==> src/rtl/mem_arb_pkg.sv <==
// Shared types and constants for the four-bank memory arbiter.
package mem_arb_pkg;

    localparam int NUM_BANKS   = 4;
    localparam int BANK_W      = 2;
    localparam int DEF_NUM_REQ = 4;
    localparam int DEF_ADDR_W  = 10;
    localparam int DEF_DATA_W  = 8;

    typedef enum logic [1:0] {
        IDLE    = 2'd0,
        ISSUE   = 2'd1,
        RD_WAIT = 2'd2
    } state_t;

    // Width of a requester index; a single requester still needs one bit.
    function automatic int idx_width(input int n);
        return (n > 1) ? $clog2(n) : 1;
    endfunction

endpackage

==> src/rtl/rr_pick.sv <==
// Winner selection: round-robin from ptr when MEM_ARB_ROUND_ROBIN_EN is defined,
// otherwise fixed priority with the lowest index winning (ptr ignored).
module rr_pick
    import mem_arb_pkg::*;
#(
    parameter int NUM_REQ = DEF_NUM_REQ,
    parameter int IDX_W   = idx_width(NUM_REQ)
) (
    input  logic [NUM_REQ-1:0] req,
    input  logic [IDX_W-1:0]   ptr,
    output logic [NUM_REQ-1:0] grant,
    output logic [IDX_W-1:0]   idx
);

`ifdef MEM_ARB_ROUND_ROBIN_EN
    logic [IDX_W:0]   sum;
    logic [IDX_W-1:0] cand;
    logic             found;

    // Walk the ring starting at ptr; the first requester seen wins.
    always_comb begin
        // NOTE: every variable driven here gets a default first so no latch is inferred.
        grant = '0;
        idx   = '0;
        found = 1'b0;
        sum   = '0;
        cand  = '0;
        for (int i = 0; i < NUM_REQ; i++) begin
            sum = {1'b0, ptr} + (IDX_W+1)'(i);
            if (sum >= (IDX_W+1)'(NUM_REQ)) begin
                sum = sum - (IDX_W+1)'(NUM_REQ);
            end
            cand = sum[IDX_W-1:0];
            if (!found && req[cand]) begin
                found       = 1'b1;
                grant[cand] = 1'b1;
                idx         = cand;
            end
        end
    end
`else
    logic unused_ptr;
    assign unused_ptr = ^ptr;

    always_comb begin
        grant = '0;
        idx   = '0;
        for (int i = NUM_REQ - 1; i >= 0; i--) begin
            if (req[i]) begin
                grant    = '0;
                grant[i] = 1'b1;
                idx      = IDX_W'(i);
            end
        end
    end
`endif

endmodule

==> src/rtl/mem_arbiter.sv <==
// Arbitrates NUM_REQ requesters onto four synchronous memory banks sharing one
// address/data bus. MEM_ARB_ROUND_ROBIN_EN selects round-robin over fixed priority.
module mem_arbiter
    import mem_arb_pkg::*;
#(
    parameter int NUM_REQ = DEF_NUM_REQ,
    parameter int ADDR_W  = DEF_ADDR_W,
    parameter int DATA_W  = DEF_DATA_W
) (
    input  logic                      clk,
    input  logic                      rst,
    input  logic [NUM_REQ-1:0]        req,
    input  logic [NUM_REQ-1:0]        req_we,
    input  logic [BANK_W*NUM_REQ-1:0] req_bank,
    input  logic [ADDR_W*NUM_REQ-1:0] req_addr,
    input  logic [DATA_W*NUM_REQ-1:0] req_wdata,
    output logic [NUM_REQ-1:0]        ack,
    output logic [DATA_W-1:0]         rdata,
    output logic [ADDR_W-1:0]         memory_addr,
    output logic [DATA_W-1:0]         memory_data,
    output logic [NUM_BANKS-1:0]      mem_w_en,
    input  logic [DATA_W-1:0]         mem_0_out,
    input  logic [DATA_W-1:0]         mem_1_out,
    input  logic [DATA_W-1:0]         mem_2_out,
    input  logic [DATA_W-1:0]         mem_3_out
);

    localparam int IDX_W = idx_width(NUM_REQ);

    state_t               state;
    state_t               next_state;
    logic [NUM_REQ-1:0]   pick_grant;
    logic [IDX_W-1:0]     pick_idx;
    logic [IDX_W-1:0]     ptr;
    logic [NUM_REQ-1:0]   grant_q;
    logic [BANK_W-1:0]    bank_q;
    logic                 we_q;
    logic [DATA_W-1:0]    bank_rdata;
    logic                 accept;

    assign accept = (state == IDLE) && (|req);

    rr_pick #(
        .NUM_REQ (NUM_REQ),
        .IDX_W   (IDX_W)
    ) u_pick (
        .req   (req),
        .ptr   (ptr),
        .grant (pick_grant),
        .idx   (pick_idx)
    );

`ifdef MEM_ARB_ROUND_ROBIN_EN
    logic [IDX_W-1:0] ptr_q;

    // Next search starts one past the winner, wrapping at NUM_REQ-1.
    always_ff @(posedge clk) begin
        if (rst) begin
            ptr_q <= '0;
        end else if (accept) begin
            ptr_q <= (pick_idx == IDX_W'(NUM_REQ - 1)) ? '0 : pick_idx + IDX_W'(1);
        end
    end

    assign ptr = ptr_q;
`else
    assign ptr = '0;
`endif

    // Request fields are captured only when a winner is accepted in IDLE, so a
    // requester changing them mid-access cannot disturb the access in flight.
    always_ff @(posedge clk) begin
        if (rst) begin
            // NOTE: sequential state uses non-blocking assignments only.
            state       <= IDLE;
            grant_q     <= '0;
            bank_q      <= '0;
            we_q        <= 1'b0;
            memory_addr <= '0;
            memory_data <= '0;
        end else begin
            state <= next_state;
            if (accept) begin
                grant_q     <= pick_grant;
                we_q        <= req_we[pick_idx];
                bank_q      <= req_bank[BANK_W*pick_idx +: BANK_W];
                memory_addr <= req_addr[ADDR_W*pick_idx +: ADDR_W];
                if (req_we[pick_idx]) begin
                    memory_data <= req_wdata[DATA_W*pick_idx +: DATA_W];
                end
            end
        end
    end

    always_comb begin
        case (bank_q)
            2'd0:    bank_rdata = mem_0_out;
            2'd1:    bank_rdata = mem_1_out;
            2'd2:    bank_rdata = mem_2_out;
            default: bank_rdata = mem_3_out;
        endcase
    end

    always_comb begin
        next_state = state;
        ack        = '0;
        mem_w_en   = '0;
        rdata      = '0;
        case (state)
            IDLE: begin
                if (|req) begin
                    next_state = ISSUE;
                end
            end
            ISSUE: begin
                if (we_q) begin
                    mem_w_en[bank_q] = 1'b1;
                    ack              = grant_q;
                    next_state       = IDLE;
                end else begin
                    next_state = RD_WAIT;
                end
            end
            RD_WAIT: begin
                ack        = grant_q;
                rdata      = bank_rdata;
                next_state = IDLE;
            end
            default: next_state = IDLE;
        endcase
        // A reset in ISSUE or RD_WAIT aborts the access in its own cycle.
        if (rst) begin
            ack      = '0;
            mem_w_en = '0;
            rdata    = '0;
        end
    end

endmodule

==> config.mk <==
export PLATFORM = sky130hd
export DESIGN_NAME = mem_arbiter
export DESIGN_NICKNAME = d
export VERILOG_FILES = /design/src/rtl/mem_arb_pkg.sv /design/src/rtl/rr_pick.sv /design/src/rtl/mem_arbiter.sv
export SDC_FILE = /design/constraint.sdc
export NUM_CORES = 1
export LEC_CHECK = 0
export ABC_AREA = 1
export CORE_ASPECT_RATIO = 1.5
export CORE_MARGIN = 8
export CORE_UTILIZATION = 33
export CTS_CLUSTER_DIAMETER = 60
export DETAILED_ROUTE_END_ITERATION = 6
export PLACE_DENSITY = 0.89
export SLEW_MARGIN = 20
export SYNTH_ARGS = -nofsm -noshare
export SYNTH_HDL_FRONTEND = slang
export SYNTH_SLANG_ARGS = --single-unit
==> constraint.sdc <==
create_clock -name clk -period 1.21 [get_ports clk]
set_input_delay 0.1815 -clock clk [delete_from_list [all_inputs] [get_ports clk]]
set_output_delay 0.1815 -clock clk [all_outputs]
set_load 0.05 [all_outputs]
==> impl_metrics.yaml <==
synth:
  syn-num-nets: 521
  ys_warn_count: 0
  yosysSeqAreaShare_pct: 23.79
  syn_area_mm2: 0.002272
  yosysUniqueCellTypes: 23
  syn_inst: 396
  syn_area_per_cell_um2: 5.738
  ys_ff_latch: 27
timing:
  fin_crit_sh_pct: 140.4
  rsz0062_at_grt: "true"
  skew_ps: 3.932
  worst_pin_slew_ps: 311.4
  max_freq_mhz: 588.6
  setup_slack_ps: -488.8
  setup_viol: 35
  maxSlewViolCount: 0
  maxSlewHeadroom_pct: 79.19
  period_minus_slack_ps: 1699
  hold_viol_final: 0
  tns_ps: -7800
route:
  vias: 3288
  drtIter0Drc: 137
  wl_um: 10660
  wl_per_cell_um: 16.35
  drc: 0
  ant_nets: 0
  via_per_inst: 5.043
  drt-pass1-iter-count: 5
clock_tree:
  clkTransAtPathRegs_ps: 100
  clk_path_buf_depth: 2
  h-tree-depth: 1
  numCtsBuffers: 3
  clk-insertion-delay-late_ps: 280
  cts_hold_buf: 0
  cts_tree: "done"
  cts_root_buffer: "clkbuf_8"
  clkSinkCount: 27
die:
  io_pins: 156
  fp.dieW_um: 83.75
  core_area_mm2: 0.006759
  initial_core_util_pct: 33.62
  die_h_um: 117.6
  row_count: 37
  dieArea_mm2: 0.009851
run_status:
  status: "finished, violations left"
  violations: "setup timing"
worst_setup_path:
  cp.required_ps: 1030
  arrival_ps: 1520
  crit_fanout: 4
  crit_path_max_incr_delay_ps: 380
  slowest_stage: "dfxtp_4"
  path_cells: "inv_4, ha_4, buf_4, a21oi_4, nor3b_4, buf_12"
  end_kind: "primary output"
  startpoint_type: "flip-flop"
  critical_path_class: "flip-flop to primary output"
pwr:
  power.density_mw_per_mm2: 868.3
  leakagePower_nw: 2.273
  ir_worst_vdd_v: 0.0005533
  p_total_mw: 4.326
finish:
  layout-drive-gt1-share_pct: 27.18
  fillCellCount: 457
  fin_util_pct: 73.71
  diodes: 0
  area_delta_synth_final_pct: 119.3
  fin_nets: 700
min_path:
  hold_path.class: "input pin to flip-flop"
global_route:
  grt_pass1_wl_um: 16170
  grt_pass1_vias: 3422
  grt.overflow.total: 0
  grtUsageTotal_pct: 19.31
  antenna_found_initial: 0
  grt_max_degree: 20
place:
  dpl.hpwl_um: 8262
  dp_slack_ps: -566.9
  io_buffer_count: 155
  place_congestion: 0.9185
run:
  maxCapViolCount: 0
-- stage by stage --
step	area, µm²	std cells	hold slack, ps
after detailed placement	4547	639	495.1
after CTS	4737	648	235.8
after global placement	4547	639	469.1
final	4982	652	228.4
after floorplan	2422	396	339.8
after global routing	4982	652	234.2
-- synth_stat cells --
cell / count / area share, %
buf_6: 6 / 3.0
nor3_1: 2 / 0.44
o21ai_0: 24 / 5.3
o21bai_1: 1 / 0.33
dfxtp_1: 27 / 24
clkbuf_1: 6 / 0.99
nand3_2: 1 / 0.44
nor2_4: 1 / 0.50
inv_1: 60 / 9.9
a21oi_1: 5 / 1.1
buf_4: 3 / 0.99
buf_2: 5 / 1.1
nand2_2: 3 / 0.83
o21ai_2: 1 / 0.39
nand2_1: 129 / 21
nand2_4: 2 / 0.99
nor3b_1: 3 / 0.99
a221oi_1: 1 / 0.39
ha_1: 3 / 1.7
nor2_1: 54 / 8.9
o211ai_1: 36 / 12
nand3_1: 18 / 4.0
inv_2: 5 / 0.83
-- where the power goes --
part	internal (mW)	switching, mW	total [mW]
Sequential	1.01	0.168	1.18
Clock	0.232	0.305	0.537
Combinational	1.31	1.30	2.61
Total	2.55	1.77	4.33
-- repair_timing --
item,CTS,global route
cloned,1,2
buffers inserted,5,3
resized for setup,36,58
pin swaps,23,34
endpoints found under the setup margin,39,41
-- critical path: cells and delay by family (launching register included) --
family / cells / cell delay [ps]
AOI/OAI and AO/OA: 1 / 270
adders and majority gates: 1 / 160
buffers and inverters: 3 / 340
DFF: 1 / 380
and+or+nand+nor: 1 / 90
-- final timing paths --
check / from / to / slack [ps] / cells past startpoint
worst min register to register: grant_q[1]$_SDFFE_PP0P_ / grant_q[1]$_SDFFE_PP0P_ / 510 / 2
worst max-delay path: state[0]$_SDFFE_PP0P_ / ack[2] / -490 / 6
worst max register to register: state[1]$_SDFFE_PP0P_ / memory_addr[1]$_SDFFE_PP0P_ / -140 / 9
worst min-delay path: req[2] / grant_q[2]$_SDFFE_PP0P_ / 230 / 3
-- state kept, by name (all words and copies together), names as in the netlist --
register and flops:
state 2, memory_data 8, we_q 1, grant_q 4, bank_q 2, memory_addr 10
-- metal layers --
| metal | up-vias | part of all wire [%] | track usage, % | wire [µm] |
|---|---|---|---|---|
| li1 | 1593 | - | - | - |
| met1 | 1466 | 36 | 19.33 | 3822 |
| met2 | 194 | 54 | 36.76 | 5724 |
| met3 | 35 | 6.7 | 4.017 | 718 |
| met4 | 0 | 3.7 | 8.026 | 395 |
| met5 | - | 0 | 0 | 0 |
-- layout make-up --
class / instances / area (µm²) / area share, %
Multi-Input combinational cell: 285 / 1744 / 35.01
Sequential cell: 27 / 553.0 / 11.10
Clock inverter: 1 / 5.005 / 0.1005
Clock buffer: 3 / 41.29 / 0.8287
Inverter: 65 / 264.0 / 5.299
Timing Repair Buffer: 193 / 2277 / 45.71
Tap cell: 78 / 97.59 / 1.959
-- cells in the final DEF, fill, tap and decap left out, types with 4 or more instances in the layout --
cell type | Yosys | final
nand2_1 | 129 | 125
clkdlybuf4s50_1 | 0 | 116
inv_1 | 60 | 46
buf_12 | 0 | 39
o211ai_1 | 36 | 36
buf_4 | 3 | 29
nor2_1 | 54 | 28
o21ai_0 | 24 | 23
dfxtp_1 | 27 | 23
nor2_4 | 1 | 22
inv_2 | 5 | 15
nand3_1 | 18 | 15
nor2_2 | 0 | 5
nand2_8 | 0 | 4
nand2_4 | 2 | 4
-- cell families after synthesis --
group | count (synthesis) | synth area share, %
simple gates | 213 | 38.38
fa+ha+maj | 3 | 1.652
compound gates | 68 | 19.38
buf+inv | 85 | 16.79
flops | 27 | 23.79
Power figures use the tool's default switching activity.
